File: config.mk
export PLATFORM = sky130hd
export DESIGN_NAME = key_debounce2
export DESIGN_NICKNAME = d
export VERILOG_FILES = /design/src/rtl/key_debounce2.sv
export SDC_FILE = /design/constraint.sdc
export NUM_CORES = 1
export LEC_CHECK = 0
export CORE_MARGIN = 5
export CORE_UTILIZATION = 43
export DETAILED_ROUTE_END_ITERATION = 10
export PLACE_DENSITY_LB_ADDON = 0.2
export SLEW_MARGIN = 20
export SYNTH_ARGS = -nofsm -noshare
export SYNTH_HDL_FRONTEND = slang
export SYNTH_SLANG_ARGS = --single-unit
File: constraint.sdc
create_clock -name clk -period 1.6 [get_ports clk]
set_input_delay 0.24 -clock clk [delete_from_list [all_inputs] [get_ports clk]]
set_output_delay 0.24 -clock clk [all_outputs]
set_load 0.02 [all_outputs]
File: src/rtl/key_debounce2.sv
// Two-key debouncer: per-key 2-flop sync plus a filter FSM
// producing a registered level and a one-cycle change strobe.
module key_debounce2_ch #(
  parameter int DEB_CNT = 240000
) (
  input  logic clk,
  input  logic rst_n,
  input  logic key_n,
  output logic lvl,
  output logic pls
);

  localparam int CW = (DEB_CNT > 1) ? $clog2(DEB_CNT) : 1;
  localparam logic [CW-1:0] CMAX = CW'(DEB_CNT - 1);

  typedef enum logic [1:0] {
    RELEASED,
    FILT_DOWN,
    PRESSED,
    FILT_UP
  } st_t;

  logic          s1;
  logic          s2;
  st_t           st;
  st_t           st_nx;
  logic [CW-1:0] cnt;
  logic [CW-1:0] cnt_nx;
  logic          lvl_nx;
  logic          pls_nx;
  logic          cnt_top;

  always_ff @(posedge clk or negedge rst_n) begin
    if (!rst_n) begin
      s1 <= 1'b1;
      s2 <= 1'b1;
    end else begin
      s1 <= key_n;
      s2 <= s1;
    end
  end

  always_ff @(posedge clk or negedge rst_n) begin
    if (!rst_n) begin
      st  <= RELEASED;
      cnt <= '0;
      lvl <= 1'b0;
      pls <= 1'b0;
    end else begin
      st  <= st_nx;
      cnt <= cnt_nx;
      lvl <= lvl_nx;
      pls <= pls_nx;
    end
  end

  assign cnt_top = (cnt == CMAX);

  always_comb begin
    st_nx = st;
    unique case (st)
      RELEASED:  if (!s2) st_nx = FILT_DOWN;
      FILT_DOWN: begin
        if (s2)           st_nx = RELEASED;
        else if (cnt_top) st_nx = PRESSED;
      end
      PRESSED:   if (s2) st_nx = FILT_UP;
      FILT_UP: begin
        if (!s2)          st_nx = PRESSED;
        else if (cnt_top) st_nx = RELEASED;
      end
      default:   st_nx = RELEASED;
    endcase
  end

  // Counter only runs while filtering a stable level; it
  // saturates so it can never wrap back into range.
  always_comb begin
    cnt_nx = '0;
    lvl_nx = lvl;
    pls_nx = 1'b0;
    unique case (1'b1)
      (st == FILT_DOWN) && !s2: begin
        cnt_nx = cnt_top ? cnt : cnt + 1'b1;
        if (cnt_top) begin
          lvl_nx = 1'b1;
          pls_nx = 1'b1;
        end
      end
      (st == FILT_UP) && s2: begin
        cnt_nx = cnt_top ? cnt : cnt + 1'b1;
        if (cnt_top) begin
          lvl_nx = 1'b0;
          pls_nx = 1'b1;
        end
      end
      default: ;
    endcase
  end

endmodule

module key_debounce2 #(
  parameter int DEB_CNT = 240000
) (
  input  logic clk,
  input  logic rst_n,
  input  logic key_a_n,
  input  logic key_b_n,
  output logic a,
  output logic b,
  output logic a_pulse,
  output logic b_pulse
);

  key_debounce2_ch #(.DEB_CNT(DEB_CNT)) u_ch_a (
    .clk   (clk),
    .rst_n (rst_n),
    .key_n (key_a_n),
    .lvl   (a),
    .pls   (a_pulse)
  );

  key_debounce2_ch #(.DEB_CNT(DEB_CNT)) u_ch_b (
    .clk   (clk),
    .rst_n (rst_n),
    .key_n (key_b_n),
    .lvl   (b),
    .pls   (b_pulse)
  );

endmodule

### Word-level counts from Yosys, hierarchy flattened

Index checks and enable logic that the tools add are counted.

* $add $sub $neg: 2
* equal/unequal tests: 22
* muxes and demuxes: 28
* reductions and logical operators: 16

Operators with widths (number)
* 18-bit two-way mux: 4
* 18-bit by 1-bit adder with 18-bit output, second input constant: 2
* 18-bit equality test, second input constant: 2
* 2-bit two-way mux: 12
* 2-bit case mux with 4 select lines: 2
* 2-bit by 1-bit inequality test with 1-bit output, second input constant: 6
* 2-bit equality test, second input constant: 4
* 1-bit two-way mux: 8
* 2-bit inequality test, second input constant: 4
* 4-bit AND reduction: 2
* 3-bit by 1-bit inequality test with 1-bit output, second input constant: 2
* 3-bit inequality test, second input constant: 2
* 3-bit AND reduction: 2
* 2-bit by 1-bit equality test with 1-bit output, second input constant: 2
* 1-bit logical AND: 4
* 2-bit logical NOT: 2
* 1-bit case mux with 2 select lines: 2
* 2-bit nonzero test: 2
* 2-bit OR reduction: 2
* 1-bit logical NOT: 2

* flip-flop bits (word level): 48
* bits of input ports: 4
* output and inout port bits: 4
* word-level logic and storage cells: 80

### Longest topological paths before layout

* word-level depth: 4
* depth in mapped cells: 7
* gate-level depth less buffers: 6

### Cells and area by module

Synthesis repeated with hierarchy kept, for this count alone.

* cell total of the unflattened synthesis: 232
* area, all modules: 2342.2 um^2

Modules (own cells, without submodules)
* key_debounce2_ch: times used 2, cells each 116, area each 1171.1 um^2, sequential area each 603.1 um^2

### Worst setup path after synthesis

No wires, ideal clock.

* path type: register to register
* start point: reg u_ch_a.cnt[12]
* end point: reg u_ch_a.cnt[7]
* setup time: 0.132 ns
* arrival: 1.631 ns
* required time: 1.468 ns
* path slack: -0.163 ns
* cell stages (with the launch flop): 6
* path buffers: 0
* clock period less this slack: 1.763 ns
* cells stage by stage: dfrtp_1 or4b_4 nor4_4 a211oi_1 xnor2_1 nor2_1

* longest elaborated chain between the ends: 2

RTL lines
* start: declaration: RTL line 27 `logic [CW-1:0] cnt;`
* start signal: assignment: RTL line 51 `cnt <= cnt_nx;`
* 18-bit equality test: RTL line 57 `assign cnt_top = (cnt == CMAX);`
* 2-bit inequality test (no source line)

No other way between the ends.
A chain may end at the register's enable or synchronous reset.

### Worst setup path after layout

* start point: reg u_ch_a.cnt[14]
* end point: reg u_ch_a.lvl

* longest elaborated chain between the ends: 3
* elaborated cells on any way between the ends: 4
* those cells by class: eq/ne (3); reduce/logical (1)

RTL lines
* 18-bit equality test (*): RTL line 57
* 2-bit by 1-bit inequality test with 1-bit output (no source line)
* 3-bit AND reduction (no source line) (*)
* end signal: assignment: RTL line 52 `lvl <= lvl_nx;`
* end: declaration: RTL line 9 `output logic lvl,`

Mark *: on every way between the ends. The rest lies on a longest branch, timed or not.

==> impl_metrics.env <==
export IMPL_fin_hold_ws_ps=337
export IMPL_period_needed_ps=1690
export IMPL_pre_cts_slack_ps=-94.3
export IMPL_outcome="finished with violations"
export IMPL_postRouteAntennaNets=0
export IMPL_wire_per_inst_um=13.3
export IMPL_ys_types=39
export IMPL_holdCritPathClass="primary input to flop"
export IMPL_clock_path_buffers=2
export IMPL_die_h_um=83.2
export IMPL_fin_nets=301
export IMPL_area_growth_pct=36.8
export IMPL_antennaDiodeCount=0
export IMPL_first_pass_iters=4
export IMPL_tns_ps=-537
export IMPL_leakage_nw=1.35
export IMPL_design_area_um2=3150
export IMPL_synth_xor_area_frac=0.107
export IMPL_num_vias=1837
export IMPL_worstSetupEndpointType="flop"
export IMPL_power_density_nw_per_um2=702
export IMPL_syn_inst=229
export IMPL_vias_per_cell=5.02
export IMPL_cts_max_level=2
export IMPL_avgSynthCellArea_um2=10.0
export IMPL_design_die_area_um2=6910
export IMPL_initial_core_util=0.448
export IMPL_antenna_found_initial=0
export IMPL_crit_fanout=8
export IMPL_finalHoldViolCount=0
export IMPL_wirelength_um=4870
export IMPL_synth_top_area_frac=0.479
export IMPL_slowest_delay_ps=550
export IMPL_cts_buffers=5
export IMPL_drc_errors=0
export IMPL_synth_compound_area_frac=0.0734
export IMPL_dominantRegCellSynth="dfrtp_1"
export IMPL_synth_top_family_by_area="simple AND/OR/NAND/NOR gates"
export IMPL_synth_area_top_cells="dfrtp_1, xnor2_1, nor2_1"
export IMPL_grt_pass1_wl_um=8010
export IMPL_slew_violations=0
export IMPL_synth_seq_area_share=0.524
export IMPL_crit_type="flop to flop"
export IMPL_setup_violations_final=12
export IMPL_violations="negative setup slack"
export IMPL_drive_above_1_share=0.338
export IMPL_clock_root_buffer="clkbuf_8"
export IMPL_dp_cells=349
export IMPL_synthesis_area_um2=2300
export IMPL_grt_overflow_total=0
export IMPL_gp_congestion=0.786
export IMPL_first_iter_violations=60
export IMPL_port_buffers=7
export IMPL_synth_edf_count=0
export IMPL_arrival_ps=1890
export IMPL_utilization=0.612
export IMPL_finalCritPeriodShare=1.05
export IMPL_synth_area_mux_share=0.00924
export IMPL_cts_sinks=48
export IMPL_critPathTopFamily="simple AND/OR/NAND/NOR gates"
export IMPL_grt_usage=0.142
export IMPL_place_area_um2=2810
export IMPL_synthAdderAreaFrac=0.0109
export IMPL_fmaxAchievable_mhz=593
export IMPL_start_kind="flop"
export IMPL_io_pins=8
export IMPL_synth_top_area_cell="dfrtp_1"
export IMPL_coreArea_um2=5140
export IMPL_ys_async_sr_fraction=1.00
export IMPL_worstPathRequired_ps=1800
export IMPL_insertion_delay_ps=300
export IMPL_path_clk_slew_ps=90
export IMPL_fin_skew_ps=4.54
export IMPL_synth_warnings=0
export IMPL_cap_violations=0
export IMPL_ir_drop_uv=482
export IMPL_dp_hpwl_um=3210
export IMPL_tightest_slew_ps=464
export IMPL_setup_ws_ps=-86.3
export IMPL_worstPathCellList="or4b_4 > nor4_4 > buf_6 > nand3_4 > o21ai_2 > a2bb2oi_2"
export IMPL_grt_max_degree=24
export IMPL_relSlewSlack=0.691
export IMPL_crit_buf_inv=1
export IMPL_die_w_um=83.2
export IMPL_yosys_area_share_simple=0.257
export IMPL_cts_tree="yes"
export IMPL_power_mw=2.21
export IMPL_ys_ff_latch=48
export IMPL_grt_pass1_vias=1744
export IMPL_rsz0062_at_grt="true"
export IMPL_final_cells=366
export IMPL_critPathSlowestCell="or4b_4"
export IMPL_synth_fp_nets=235
export IMPL_num_rows=26
## layout make-up
class | instances | area [um2]
inverter | 7 | 26.3
clock inverter | 3 | 42.5
clock buffer | 5 | 68.8
fill | 453 | 1990
sequential | 48 | 1210
tap | 70 | 87.6
multi-input combinational | 170 | 1200
timing repair buffer | 63 | 518
## registers in the layout (all words and copies together) (netlist names), named ones only
register	flops
u_ch_b.lvl	1
u_ch_a.s2	1
u_ch_b.st	1
u_ch_a.st	1
u_ch_a.lvl	1
u_ch_b.s1	1
u_ch_b.cnt	18
u_ch_b.pls	1
u_ch_a.pls	1
u_ch_a.cnt	18
u_ch_b.s2	1
u_ch_a.s1	1
## layer usage
metal	routed length [um]	vias up	global-route usage
met5	0	-	0
met4	95	0	0.0520
met3	161	8	0.0406
met2	2410	23	0.221
met1	2210	875	0.188
li1	-	931	-
## cells in the mapped netlist (all sizes together) (2+ instances only)
master,n
clkbuf,2
or3,6
xor2,10
or2,2
nor2,34
dfstp,4
ha,2
xnor2,18
and2,3
inv,7
nor4,4
nand4,6
nand4bb,2
and3,5
nand3,22
a31oi,2
dfrtp,44
nand2,16
o21ai,8
nor3,6
buf,2
a21oi,14
## placed cells by master, fill, tap and decap left out, drive strengths merged, types with 2 or more instances in the layout
master         count
o21ai              8
and2               3
or3                6
nor4               4
nand2             16
xor2              10
nand4bb            2
a21oi             14
buf               56
a31oi              2
nor3               6
and3               5
dfrtp             44
nand3             22
ha                 2
clkbuf             5
inv                7
or2                2
clkdlybuf4s50      5
nand4              6
xnor2             18
nor2              34
dfstp              4
## power by group
| group | switching (mW) | leakage [nW] | internal [mW] |
|---|---|---|---|
| combinational | 0.0539 | 0.646 | 0.0354 |
| sequential | 0.0119 | 0.650 | 1.23 |
| clock | 0.417 | 0.0541 | 0.463 |
## worst paths after layout
path | start | endpoint | slack, ps | depth (start not counted)
worst min register to register | u_ch_a.s1 | u_ch_a.s2 | 360 | 0
max in group asynchronous | rst_n | u_ch_b.cnt[13] | 710 | 3
worst min-delay path | key_b_n | u_ch_b.s1 | 340 | 1
worst max register to register | u_ch_a.cnt[14] | u_ch_a.lvl | -90 | 6
worst max-delay path | u_ch_a.cnt[14] | u_ch_a.lvl | -90 | 6
min in group asynchronous | rst_n | u_ch_a.lvl | 410 | 2
## cell families after synthesis
kind of cell,Yosys count
AO/OA/AOI/OAI,29
XOR/XNOR,28
multiplexers,2
buffers and inverters,11
adder cells (fa/ha/maj),2
flip-flops,48
AND/OR/NAND/NOR,109
## what timing repair did
item | CTS | global route
gates resized for setup | 4 | 25
endpoints found under the hold margin | 14 | 0
pin swaps | 3 | 18
cloned | 0 | 0
endpoints found under the setup margin | 16 | 30
hold buffers | 1 | 0
buffers inserted | 1 | 7
No activity file was read; power rests on OpenSTA's default activity.
